**src/rtl/branch_hazard_stall.sv**
```systemverilog
// Stall/flush controller for ID-resolved branches: detects hazards forwarding cannot cover.
// Latency: control outputs are combinational (0 cycles); counters update on the rising edge.
// Backpressure: on a hazard, PC and IF/ID are frozen and ID/EX takes bubbles for 1 or 2 cycles.
module branch_hazard_stall #(
    parameter int REG_ADDR_W = 5,
    parameter int CNT_W      = 16
) (
    input  logic                  clk,
    input  logic                  rst_n,
    input  logic [REG_ADDR_W-1:0] id_rs,
    input  logic [REG_ADDR_W-1:0] id_rt,
    input  logic                  id_uses_rt,
    input  logic                  id_branch,
    input  logic                  id_taken,
    input  logic [REG_ADDR_W-1:0] ex_wrreg,
    input  logic                  ex_regwr,
    input  logic                  ex_memrd,
    input  logic [REG_ADDR_W-1:0] mem_wrreg,
    input  logic                  mem_memrd,
    input  logic                  cnt_clr,
    output logic                  pc_write,
    output logic                  ifid_write,
    output logic                  idex_bubble,
    output logic                  ifid_flush,
    output logic [CNT_W-1:0]      stall_cnt,
    output logic [CNT_W-1:0]      flush_cnt
);

    typedef enum logic {
        IDLE = 1'b0,
        HOLD = 1'b1
    } state_t;

    state_t           state_q, state_d;
    logic             rem_q, rem_d;
    logic [CNT_W-1:0] stall_cnt_q, stall_cnt_d;
    logic [CNT_W-1:0] flush_cnt_q, flush_cnt_d;

    logic       ex_match;
    logic       mem_match;
    logic [1:0] need_n;
    logic       stall;
    logic       flush;

    // Producer-register matches against the ID operands; r0 never matches
    always_comb begin
        ex_match  = (ex_wrreg != '0) &&
                    ((ex_wrreg == id_rs) || (id_uses_rt && (ex_wrreg == id_rt)));
        mem_match = (mem_wrreg != '0) &&
                    ((mem_wrreg == id_rs) || (id_uses_rt && (mem_wrreg == id_rt)));
    end

    // Required stall length; a branch waiting on a load in EX dominates everything else
    always_comb begin
        need_n = 2'd0;
        if (id_branch && ex_memrd && ex_match) begin
            need_n = 2'd2;
        end else if ((id_branch && ex_regwr && !ex_memrd && ex_match) ||
                     (id_branch && mem_memrd && mem_match) ||
                     (!id_branch && ex_memrd && ex_match)) begin
            need_n = 2'd1;
        end
    end

    // State register: IDLE evaluates hazards, HOLD covers the extra cycle of a 2-cycle stall
    always_ff @(posedge clk or negedge rst_n) begin
        if (!rst_n) begin
            state_q <= IDLE;
            rem_q   <= 1'b0;
        end else begin
            state_q <= state_d;
            rem_q   <= rem_d;
        end
    end

    // Next-state logic; HOLD ignores the ID/EX/MEM inputs entirely
    always_comb begin
        state_d = state_q;
        rem_d   = rem_q;
        case (state_q)
            IDLE: begin
                if (need_n == 2'd2) begin
                    state_d = HOLD;
                    rem_d   = 1'b0;
                end
            end
            HOLD: begin
                if (rem_q == 1'b0) begin
                    state_d = IDLE;
                end else begin
                    rem_d = rem_q - 1'b1;
                end
            end
            default: begin
                state_d = IDLE;
                rem_d   = 1'b0;
            end
        endcase
    end

    // Output logic: Mealy stall, gated so reset forces the free-running values
    always_comb begin
        stall       = rst_n && (((state_q == IDLE) && (need_n != 2'd0)) || (state_q == HOLD));
        flush       = rst_n && id_branch && id_taken && !stall;
        pc_write    = !stall;
        ifid_write  = !stall;
        idex_bubble = stall;
        ifid_flush  = flush;
    end

    // Counter next values: clear wins, otherwise saturating increment
    always_comb begin
        stall_cnt_d = stall_cnt_q;
        flush_cnt_d = flush_cnt_q;
        if (cnt_clr) begin
            stall_cnt_d = '0;
            flush_cnt_d = '0;
        end else begin
            if (stall && (stall_cnt_q != '1)) begin
                stall_cnt_d = stall_cnt_q + 1'b1;
            end
            if (flush && (flush_cnt_q != '1)) begin
                flush_cnt_d = flush_cnt_q + 1'b1;
            end
        end
    end

    // Counter registers
    always_ff @(posedge clk or negedge rst_n) begin
        if (!rst_n) begin
            stall_cnt_q <= '0;
            flush_cnt_q <= '0;
        end else begin
            stall_cnt_q <= stall_cnt_d;
            flush_cnt_q <= flush_cnt_d;
        end
    end

    assign stall_cnt = stall_cnt_q;
    assign flush_cnt = flush_cnt_q;

endmodule

```
**config.mk**
```make
export PLATFORM = sky130hd
export DESIGN_NAME = branch_hazard_stall
export DESIGN_NICKNAME = d
export VERILOG_FILES = /design/src/rtl/branch_hazard_stall.sv
export SDC_FILE = /design/constraint.sdc
export NUM_CORES = 1
export LEC_CHECK = 0
export ABC_AREA = 1
export CORE_MARGIN = 8
export CORE_UTILIZATION = 26
export CTS_CLUSTER_DIAMETER = 100
export DETAILED_ROUTE_END_ITERATION = 8
export GPL_TIMING_DRIVEN = 0
export MAX_ROUTING_LAYER = met4
export PLACE_DENSITY = 0.6
export SLEW_MARGIN = 20
export SYNTH_ARGS = -nofsm -noshare
export SYNTH_HDL_FRONTEND = slang
export SYNTH_SLANG_ARGS = --single-unit
```
**constraint.sdc**
```tcl
create_clock -name clk -period 1.7 [get_ports clk]
set_clock_uncertainty 0.05 [all_clocks]
set_input_delay 0.34 -clock clk [delete_from_list [all_inputs] [get_ports clk]]
set_output_delay 0.34 -clock clk [all_outputs]
set_load 0.02 [all_outputs]
```
==> impl_metrics.ini <==
[outcome]
status = finished, violations left
violations = setup timing

[clock_network]
clockRootBuffer = clkbuf_8
cts_buffers = 5
clkTransAtPathRegs_ps = 80
clk_latency_ps = 290
cts.htree.levels = 2
cts_tree = built
cts_buffer_depth = 2
numClockSinks = 33

[sta]
setup_viol = 25
finalSetupTns_ps = -696.9
final_max_slew_viol_count = 0
finalHoldViolations = 0
tightest_slew_ps = 592.3
max_freq_mhz = 551.9
finalCritPeriodShare_pct = 106.6
min_period_ps = 1812
rsz0062_at_grt = yes
fin_ws_ps = -111.8
relSlewSlack_pct = 60.51

[floorplan]
die_area_um2 = 13580
start_util_pct = 26.88
die_width_um = 116.5
coreArea_um2 = 9774
die_h_um = 116.5
rows = 36
ios = 65

[yosys]
avgSynthCellArea_um2 = 6.424
synthTopCellsByCount = nand2_1, nor2_1, nand3_1, inv_1, dfrtp_1
syn_nets = 440
ys_warn_count = 0
synth_area_leaders = dfrtp_1, nand2_1, nand3_1
yosysTopAreaCellShare_pct = 31.43
synthesis.area_um2 = 2628
syn-instance-count = 409
yosys.area.top_type = dfrtp_1
ys_types = 30
synth_top_family_by_area = simple AND/OR/NAND/NOR gates
synth-compound-area-share_pct = 0.7143
ys_seq_elements = 33
synthSimpleGateAreaFrac_pct = 49.86
synth_fa_ha_area_share_pct = 0.9524
synth_xor_xnor_area_share_pct = 8.667
yosysSeqAreaShare_pct = 31.43
synth.most_common_cell = nand2_1
async_flop_share_pct = 100.0
ys.flop_type = dfrtp_1
synth_edf_count = 0
muxShareOfSynthArea_pct = 0

[placement]
dp_hpwl_um = 6037
portBuffers = 63
place_ws_ps = -1107
gp_congestion = 0.8578
place_inst = 606
placed_area_um2 = 3471

[power]
clock_power_share_pct = 33.2
power.total_uw = 2097
intPower_uw = 1433
peakVddDrop_mv = 0.2354
power_density_nw_per_um2 = 510.3
p_leak_uw = 0.002089
p_sw_uw = 664.0
p_sw_share_pct = 31.66
p_comb_share_pct = 26.7
power_frac_seq_pct = 40.2

[routing]
route.detailed.drc = 0
viasPerCell = 4.591
wl_per_cell_um = 13.33
dr.pass1.iters = 4
routed_wl_um = 8568
first_iter_violations = 70
drtAntennaViolNets = 0
vias = 2952

[worst_setup_path]
r2r_setup_slack_ps = -40
cp_slowest_stage_delay_ps = 160
path_max_fanout = 3
path_common_cell = nand2_2
path_cells = buf_8, inv_4, nand2_2, nand2_2, nor2_2, nand3_2, nand2_2, nand3_4, a21oi_4, inv_2, buf_6, buf_6
endpoint_kind = primary output
rr_worst_depth = 10
cp_slowest_cell = a21oi_4
r2r_end = flush_cnt[11]
cp-start-kind = primary input
critical_path_arrival_ps = 1420
cp.required_ps = 1310
r2r_start = flush_cnt[1]
critical_path_class = primary input to primary output

[hold_path]
hold_class = primary input to async pin

[grt]
overflow = 0
grt_max_degree = 26
grt_pass1_vias = 2724
grt_use_total_pct = 12.24
grt_pass1_wl_um = 12970
antenna_found_initial = 0

[finish]
final_nets = 540
areaGrowthSynthToFinish_pct = 56.43
diodes = 0
post-route-cell-area_um2 = 4110
layout-drive-gt1-share_pct = 33.53
fin_cells = 643

[flow_run]
drv_cap = 0
power groups by stage:
stage | registers, uW | clock network (uW) | logic [uW]
2_1_floorplan | 878 | 0 | 191
3_3_place_gp | 860 | 0 | 405
3_5_place_dp | 862 | 0 | 415
4_1_cts | 845 | 703 | 451
5_1_grt | 846 | 746 | 605
6_report | 843 | 695 | 559
stage by stage:
stage	utilization (%)	hold WS [ps]
final	42.05	8.247
after global routing	42.05	24.02
after CTS	37.98	26.52
after detailed placement	35.51	195.2
after global placement	35.36	486.4
after floorplan	-	-5.591
critical path, delay by kind of cell:
kind	cells	cell delay, ps
AO/OA/AOI/OAI	1	160
AND/OR/NAND/NOR	6	510
buffers and inverters	5	400
cell type report:
class	instances	area, um^2
Tap cell	133	166.4
Buffer	12	87.58
Sequential cell	33	838.3
Multi-Input combinational cell	325	1863
Fill cell	1026	5664
Clock buffer	7	96.34
Inverter	39	161.4
Clock inverter	1	5.005
Timing Repair Buffer	93	892.1
what timing repair did:
action                                  in CTS  in global routing
endpoints found under the hold margin        9                  0
resized for setup                          183                 90
setup buffers                               15                 11
pin swaps                                   28                 33
hold buffers                                 1                  0
endpoints found under the setup margin      67                 36
cloned                                       0                  2
logic make-up after synthesis:
family                     after synthesis
and+or+nand+nor                        294
buffers and inverters                   51
DFF                                     33
xor gates and xnor gates                26
AOI/OAI and AO/OA                        3
adders and majority gates                2
placed cells by master (no fill, tap or decap), drive strengths merged:
master / n
or2: 1
xor2: 21
clkbuf: 15
dlygate4sd2: 36
a21oi: 3
xnor2: 5
nand3b: 2
nand3: 53
nor4: 3
nand2: 153
nor2: 65
inv: 38
clkdlybuf4s50: 1
nor3b: 2
clkinv: 2
ha: 2
dfrtp: 33
dlygate4sd3: 1
buf: 59
nand4: 8
nor3: 7
metal layers:
| metal | routed length, um | share of wire, % | global-route usage, % | up-vias |
|---|---|---|---|---|
| met5 | 0 | 0 | - | - |
| met3 | 305 | 3.6 | 1.706 | 9 |
| met1 | 3791 | 44 | 15.21 | 1406 |
| li1 | - | - | - | 1480 |
| met4 | 89 | 1.0 | 2.852 | 0 |
| met2 | 4383 | 51 | 20.53 | 57 |
sequential cells by signal, summed over array words and instances (netlist names):
register,count
state_q,1
flush_cnt,16
stall_cnt,16
how the worst max path moves through the flow:
stage | depth (start not counted) | startpoint | to
final | 12 | id_rt[3] | pc_write
after global routing | 12 | mem_wrreg[0] | pc_write
after CTS | 11 | id_rs[1] | pc_write
after detailed placement | 12 | ex_wrreg[4] | pc_write
after global placement | 6 | rst_n | pc_write
after floorplan | 10 | flush_cnt[0] | flush_cnt[6]
No activity file was read; power rests on OpenSTA's default activity.
